## src/rtl/keep_compactor_if.sv

```systemverilog
// Lane-stream bundle: valid/ready beat with per-lane keep and lane data.
// The master drives the beat; the slave returns ready.
interface keep_compactor_if #(
  parameter int KEEP_WIDTH   = 2,
  parameter int T_DATA_WIDTH = 4
);
  logic                    valid;
  logic                    ready;
  logic                    last;
  logic [KEEP_WIDTH-1:0]   keep;
  logic [T_DATA_WIDTH-1:0] data [KEEP_WIDTH];

  modport master (output valid, output last, output keep, output data, input ready);
  modport slave  (input valid, input last, input keep, input data, output ready);
endinterface

```

## src/rtl/keep_compactor.sv

```systemverilog
// Removes keep holes and re-packs lanes into full low-aligned beats; partial beats only at packet end.
// Outputs come from registered state only; s_if.ready depends on occupancy, never on m_if.ready.
module keep_compactor #(
  parameter int KEEP_WIDTH   = 2,
  parameter int T_DATA_WIDTH = 4
) (
  input  logic              clk,
  input  logic              rst_n,
  keep_compactor_if.slave   s_if,
  keep_compactor_if.master  m_if
);
  localparam int DEPTH = 2 * KEEP_WIDTH;
  localparam int CW    = $clog2(DEPTH + 1);
  localparam logic [CW-1:0] KW = CW'(KEEP_WIDTH);

  logic [T_DATA_WIDTH-1:0] lane_q [DEPTH];
  logic [T_DATA_WIDTH-1:0] lane_d [DEPTH];
  logic [CW-1:0]           cnt_q, cnt_d;
  logic                    last_pend_q, last_pend_d;

  logic                    full_beat;
  logic                    accept;
  logic                    xfer;
  logic                    m_last;
  logic [KEEP_WIDTH-1:0]   m_keep;
  logic [CW-1:0]           emit_n;
  logic [CW-1:0]           wr_pos;

  always_comb begin
    full_beat = (cnt_q >= KW);
    m_last    = last_pend_q & (cnt_q <= KW);
    m_keep    = '0;
    for (int i = 0; i < KEEP_WIDTH; i++) begin
      m_keep[i]    = full_beat | (CW'(i) < cnt_q);
      m_if.data[i] = m_keep[i] ? lane_q[i] : '0;
    end
    m_if.valid = full_beat | last_pend_q;
    m_if.last  = m_last;
    m_if.keep  = m_keep;
    s_if.ready = rst_n & ~last_pend_q & (cnt_q <= KW);
  end

  assign accept = s_if.valid & s_if.ready;
  assign xfer   = m_if.valid & m_if.ready;

  always_comb begin
    emit_n = '0;
    if (xfer) emit_n = full_beat ? KW : cnt_q;

    // Pop emitted lanes: entry j takes the lane emit_n places above it.
    for (int j = 0; j < DEPTH; j++) begin
      lane_d[j] = '0;
      for (int k = 0; k < DEPTH; k++) begin
        if (CW'(k) == CW'(j) + emit_n) lane_d[j] = lane_q[k];
      end
    end

    wr_pos = cnt_q - emit_n;
    if (accept) begin
      for (int i = 0; i < KEEP_WIDTH; i++) begin
        if (s_if.keep[i]) begin
          for (int j = 0; j < DEPTH; j++) begin
            if (CW'(j) == wr_pos) lane_d[j] = s_if.data[i];
          end
          wr_pos = wr_pos + CW'(1);
        end
      end
    end
    cnt_d = wr_pos;

    // Accept needs !last_pend and m_last needs last_pend, so these never collide.
    last_pend_d = last_pend_q;
    if (xfer && m_last)        last_pend_d = 1'b0;
    if (accept && s_if.last)   last_pend_d = 1'b1;
  end

  always_ff @(posedge clk or negedge rst_n) begin
    if (!rst_n) begin
      cnt_q       <= '0;
      last_pend_q <= 1'b0;
      for (int j = 0; j < DEPTH; j++) lane_q[j] <= '0;
    end else begin
      cnt_q       <= cnt_d;
      last_pend_q <= last_pend_d;
      for (int j = 0; j < DEPTH; j++) lane_q[j] <= lane_d[j];
    end
  end
endmodule

```

## src/flat_wrapper.sv

```systemverilog
// flat-port wrapper written by rule: the top's interface ports become plain ports
module keep_compactor_flat 
#(
  parameter int KEEP_WIDTH   = 2,
  parameter int T_DATA_WIDTH = 4
)
  (clk, rst_n, s_if_valid, s_if_last, s_if_keep, s_if_data, s_if_ready, m_if_valid, m_if_last, m_if_keep, m_if_data, m_if_ready);
  keep_compactor_if #(.KEEP_WIDTH(KEEP_WIDTH), .T_DATA_WIDTH(T_DATA_WIDTH)) s_if_i ();
  keep_compactor_if #(.KEEP_WIDTH(KEEP_WIDTH), .T_DATA_WIDTH(T_DATA_WIDTH)) m_if_i ();
  input  logic clk;
  input  logic rst_n;
  input wire logic [$bits(s_if_i.valid)-1:0] s_if_valid;
  input wire logic [$bits(s_if_i.last)-1:0] s_if_last;
  input wire logic [$bits(s_if_i.keep)-1:0] s_if_keep;
  input wire logic [$bits(s_if_i.data)-1:0] s_if_data;
  output wire logic [$bits(s_if_i.ready)-1:0] s_if_ready;
  output wire logic [$bits(m_if_i.valid)-1:0] m_if_valid;
  output wire logic [$bits(m_if_i.last)-1:0] m_if_last;
  output wire logic [$bits(m_if_i.keep)-1:0] m_if_keep;
  output wire logic [$bits(m_if_i.data)-1:0] m_if_data;
  input wire logic [$bits(m_if_i.ready)-1:0] m_if_ready;
  assign s_if_i.valid = s_if_valid;
  assign s_if_i.last = s_if_last;
  assign s_if_i.keep = s_if_keep;
  assign s_if_i.data = {>>{s_if_data}};
  assign s_if_ready = s_if_i.ready;
  assign m_if_valid = m_if_i.valid;
  assign m_if_last = m_if_i.last;
  assign m_if_keep = m_if_i.keep;
  assign m_if_data = {>>{m_if_i.data}};
  assign m_if_i.ready = m_if_ready;
  keep_compactor #(.KEEP_WIDTH(KEEP_WIDTH), .T_DATA_WIDTH(T_DATA_WIDTH)) u_core (.clk(clk), .rst_n(rst_n), .s_if(s_if_i), .m_if(m_if_i));
endmodule
```

## config.mk

```make
export PLATFORM = sky130hd
export DESIGN_NAME = keep_compactor_flat
export DESIGN_NICKNAME = d
export VERILOG_FILES = /design/src/rtl/keep_compactor_if.sv /design/src/rtl/keep_compactor.sv /design/src/flat_wrapper.sv
export SDC_FILE = /design/constraint.sdc
export NUM_CORES = 1
export LEC_CHECK = 0
export CAP_MARGIN = 20
export CORE_MARGIN = 1
export CORE_UTILIZATION = 53
export DETAILED_ROUTE_END_ITERATION = 8
export GPL_TIMING_DRIVEN = 0
export HOLD_SLACK_MARGIN = 0.12
export PLACE_DENSITY = 0.86
export SKIP_LAST_GASP = 1
export SYNTH_ARGS = -nofsm -noshare
export SYNTH_HDL_FRONTEND = slang
export SYNTH_SLANG_ARGS = --single-unit
```

## constraint.sdc

```tcl
create_clock -name clk -period 12.05 [get_ports clk]
set_clock_uncertainty 0.1 [all_clocks]
set_input_delay 1.8075 -clock clk [delete_from_list [all_inputs] [get_ports clk]]
set_output_delay 1.8075 -clock clk [all_outputs]
set_load 0.1 [all_outputs]
```

## Yosys cells after proc, flatten, opt, wreduce, memory -nomap -nowiden

Cells that the tools add are included.

| word-level totals | value |
|---|---|
| logic and storage cells | 89 |
| bits in writable memories | 0 |
| bits in registers | 20 |
| bits in latches | 0 |
| input port bits | 15 |
| memories | 0 |
| ROM bits | 0 |
| output and inout bits | 13 |

| cells by class | value |
|---|---|
| eq/ne operators | 18 |
| bitwise gates (word level) | 9 |
| shift operators | 0 |
| multiplexer cells | 37 |
| magnitude comparators | 4 |
| reduce and logical (&&, ||, !) cells | 9 |
| multipliers | 0 |
| divide/modulo/power cells | 0 |
| add/subtract/negate cells | 6 |

Operator list:

| kind | number |
|---|---|
| $mux 4 | 26 |
| $mux 16 | 3 |
| $eq 2x3->1 const A | 12 |
| $eq 1x3->1 const A | 6 |
| $logic_not 3->1 | 6 |
| $mux 3 | 6 |
| $add 2x3->3 const A | 2 |
| $add 3x1->3 const B | 2 |
| $lt 1x3->1 const A | 2 |
| $and 1x1->1 | 5 |
| $add 1x3->3 const A | 1 |
| $ge 3x2->1 const B | 1 |
| $le 3x2->1 const B | 1 |
| $or 1x1->1 | 3 |
| $sub 3x3->3 | 1 |
| $logic_and 1x1->1 | 2 |
| $mux 1 | 2 |
| $reduce_bool 2->1 | 1 |
| $not 1->1 | 1 |

## Depth between registers and ports, before layout

| depth | value |
|---|---|
| word-level depth | 15 |
| mapped depth | 19 |

## Worst setup path before layout

OpenSTA, ideal clock, no wires.

| timing path | value |
|---|---|
| path type | input to register |
| start | input port m_if_ready |
| end | register u_core.lane_q[0] in the netlist's numbering |
| data required time | 11,810 ps |
| path buffers | 3 |
| slack | 7,137 ps |
| stages on the path | 18 |
| library setup time | 140 ps |
| arrival | 4,673 ps |
| cell sequence | clkinv_1 > nor2_1 > ha_1 > inv_1 > fa_1 > xor2_2 > buf_4 > buf_2 > ha_1 > nand2b_1 > buf_2 > o21ai_1 > inv_1 > ha_1 > nand2_1 > nand3_1 > o22ai_1 > a22oi_1 |

RTL lines:

| element | RTL line | RTL |
|---|---|---|
| start: declaration | flat_wrapper.sv:21 | `input wire logic [$bits(m_if_i.ready)-1:0] m_if_ready;` |
| end: declaration | keep_compactor.sv:16 | `logic [T_DATA_WIDTH-1:0] lane_q [DEPTH];` |

## Final worst setup path

| timing path | value |
|---|---|
| start | input port rst_n |
| end | output port s_if_ready |

| between the ends | value |
|---|---|
| longest elaborated chain between the ends | 2 |

RTL lines:

| element | RTL line | RTL |
|---|---|---|
| start: declaration | flat_wrapper.sv:11 | `input logic rst_n;` |
| $and 1x1->1 (2 in a row) | keep_compactor.sv:40 | `s_if.ready = rst_n & ~last_pend_q & (cnt_q <= KW);` |
| end: declaration | flat_wrapper.sv:16 | `output wire logic [$bits(s_if_i.ready)-1:0] s_if_ready;` |

Every way passes these cells.

==> metrics.md <==
| Metric | Value |
|---|---|
| FF-to-FF Start | u_core.cnt_q[1] |
| Period utilization | 52.5% |
| Hold Fails Final Rpt | 0 |
| Largest family of logic cells by synthesized area | compound AO/OA/AOI/OAI gates |
| Final layout net count | 256 |
| Die span in x | 59.4 microns |
| Hold_sp | u_core.lane_q[1] |
| Met2 Usage GRT | 43.0% |
| Setup-failing EPs final | 0 |
| Synthesized area per cell | 8.87 sq um |
| Die area | 0.00353 sq mm |
| Clk pin slew, worst setup/hold paths | 120 ps |
| Met3 GRT Util | 2.18% |
| Vias per cell | 6.08 |
| RSZ-0062 raised after global routing | no |
| Hold endpoint | u_core.lane_q[1] |
| First-pass GRT wire length | 7110 microns |
| Startpoint Class | primary input |
| Syn Inst Count | 197 |
| Compound-Gate Fraction of Synth Area | 28.1% |
| R2R cell count | 19 |
| Primary FF master, synth | dfrtp_1 |
| Gr busiest metal | met2 |
| Crit-path max FO | 21 |
| Fin cells | 271 |
| Worst reg2reg path endpoint | u_core.lane_q[1] |
| All-layer global routing usage | 27.2% |
| DRT Wirelength | 4400 microns |
| CTS tree | built |
| TritonCTS buffer count | 3 |
| Flop2flop setup slack | 7620 ps |
| M1 GR Usage | 38.7% |
| Largest net degree at the start of global routing | 22 |
| Pre-Repair DR Iteration Count | 4 |
| Root Driver | clkbuf_4 |
| Post-CTS Resized | 0 |
| Worst Hold Class | reg -> reg |
| Vias in the first global route | 1,499 |
| Clk_lat worst skew | 310 ps |
| Antenna-violating nets left | 0 |
| Row count | 20 |
| Sequential fraction of the synthesis area | 28.6% |
| Setup tns final | 0 ps |
| Worst EP required | 10,140 ps |
| CP Capture Type | output pin |
| Setup Crit Path Kind | in -> out |
| Synth warnings | 0 |
| Clk sink count | 20 |
| Antenna fix cells | 0 |
| Fill count | 282 |
| Ports | 28 |
| Area of the multi-input gates | 0.00112 sq mm |
| Reg area | 500 sq um |
| Worst Path Arrival | 4420 ps |
| Mux cell area share after synthesis | 6.66% |
| Detailed Place HPWL | 3320 microns |
| Post-CTS Hold Fix Bufs | 0 |
| Pre-CTS setup slack | 5670 ps |
| DP Cell Count | 267 |
| Placer Congestion | 0.927 |
| Area grow syn2layout | 20.7% |
| DP Area | 0.00206 sq mm |
| Port buffer count | 25 |
| Synth Area in Simple Gates | 16.9% |
| Fmax | 158 MHz |
| Worst slew pin tran | 963 ps |
| Post-CTS Setup Repair Bufs | 0 |
| Status | finished, final reports clean |
| Adder-cell area share of the yosys netlist | 9.74% |
| Die span in y | 59.4 microns |
| Pins Over Slew Limit | 0 |
| Initial antenna violation count | 0 |
| Max-cap violations | 0 |
| Via Count | 1,649 |
| Hold path depth | 2 |
| Synth Area in XOR/XNOR | 2.43% |
| Synthesized area | 0.00175 sq mm |
| Minimum clock period | 6330 ps |
| Layout cell share with drive strength beyond 1 | 9.25% |
| H-tree Lvls | 1 |
| Distinct cells, synth | 46 |
| EDFF count, synth | 0 |
| Relative slew slack | 35.6% |
| Initial DRC Count | 160 |
| Final WS setup | 5720 ps |
| Final instance area | 0.00211 sq mm |
| Post-DR wirelength/cell | 16.2 microns |
| Seq cells post-synth | 20 |
| Gr ovfl total | 0 |
| DR DRC count | 0 |
| Core area | 0.00310 sq mm |
| Share of synthesized registers carrying an async set or reset | 100% |
| Initial Utilization | 56.3% |
| Maximum clock insertion buffer count | 2 |
-- worst max path at each step --
stage | from | end | cells past startpoint
detailed placement | rst_n | s_if_ready | 4
finish | rst_n | s_if_ready | 4
floorplan | m_if_ready | u_core.lane_q[0] | 18
global route | rst_n | s_if_ready | 4
global placement | rst_n | s_if_ready | 4
CTS | rst_n | s_if_ready | 4
-- critical path: stages --
cell and delay, ps:
clkdlybuf4s50_1 1070, nor2b_1 270, and2_1 140, clkdlybuf4s50_1 1120
-- through the flow --
stage	hold slack [ps]	util [%]
final	481	68.0
after global routing	499	68.0
after floorplan	420	-
after CTS	477	68.0
after detailed placement	457	66.3
after global placement	452	66.3
-- cells in the mapped netlist, types with 2 or more instances --
cell	instances	area (sq um)
nand4b_1	5	43.8
o21ai_1	2	10.0
inv_1	16	60.1
nor2_1	7	26.3
o21ai_0	2	10.0
buf_2	7	35.0
ha_1	12	150
clkbuf_1	5	18.8
nand4_1	3	18.8
o2111ai_2	2	30.0
o31ai_1	3	22.5
nand3_1	8	40.0
a22oi_1	8	60.1
dfrtp_1	20	500
a32oi_1	4	35.0
nand2_1	13	48.8
o22ai_1	15	93.8
or3_1	2	12.5
mux2i_1	6	60.1
a21o_1	2	15.0
a21oi_1	4	20.0
mux2_2	4	45.0
o211ai_1	2	15.0
a2bb2oi_1	9	78.8
a221o_1	3	30.0
xnor2_1	3	26.3
and2_1	4	25.0
o2111ai_1	3	26.3
nor2b_1	6	37.5
-- cells by family after synthesis --
logic type,after synthesis
AO/OA/AOI/OAI,64
AND/OR/NAND/NOR,53
buffers and inverters,31
flip-flops,20
adder cells (fa/ha/maj),13
multiplexers,11
XOR/XNOR,4
other,1
-- sequential cells by signal, summed over array words and instances, names as in the netlist --
name,count
u_core.last_pend_q,1
u_core.cnt_q,3
u_core.lane_q,16
-- layout by cell type, fill, tap and decap left out, types with 3 or more instances in the layout --
cell type	Yosys	layout
a21oi_1	4	4
a221o_1	3	3
a22oi_1	8	8
a2bb2oi_1	9	9
a32oi_1	4	4
and2_1	4	4
buf_2	7	7
clkbuf_1	5	5
clkbuf_4	0	3
clkdlybuf4s50_1	0	25
dfrtp_1	20	20
ha_1	12	12
inv_1	16	16
mux2_2	4	4
mux2i_1	6	6
nand2_1	13	13
nand3_1	8	8
nand4_1	3	3
nand4b_1	5	5
nor2_1	7	7
nor2b_1	6	6
o2111ai_1	3	3
o22ai_1	15	15
o31ai_1	3	3
xnor2_1	3	3
-- layer usage --
layer | vias to the layer above | routed length [microns]
li1 | 809 | -
met1 | 780 | 2060
met2 | 51 | 2090
met3 | 9 | 166
met4 | 0 | 75
met5 | - | 0
-- final cells by class --
class | instances | share of cell area [%]
Tap cell | 44 | 2.61
Clock buffer | 3 | 1.07
Buffer | 14 | 3.08
Inverter | 17 | 3.02
Clock inverter | 1 | 1.42
Sequential cell | 20 | 23.7
Multi-Input combinational cell | 147 | 53.2
Timing Repair Buffer | 25 | 11.9
Power is not shown: default switching activity piles up to over one toggle a cycle in this logic, so the estimate is an artifact.
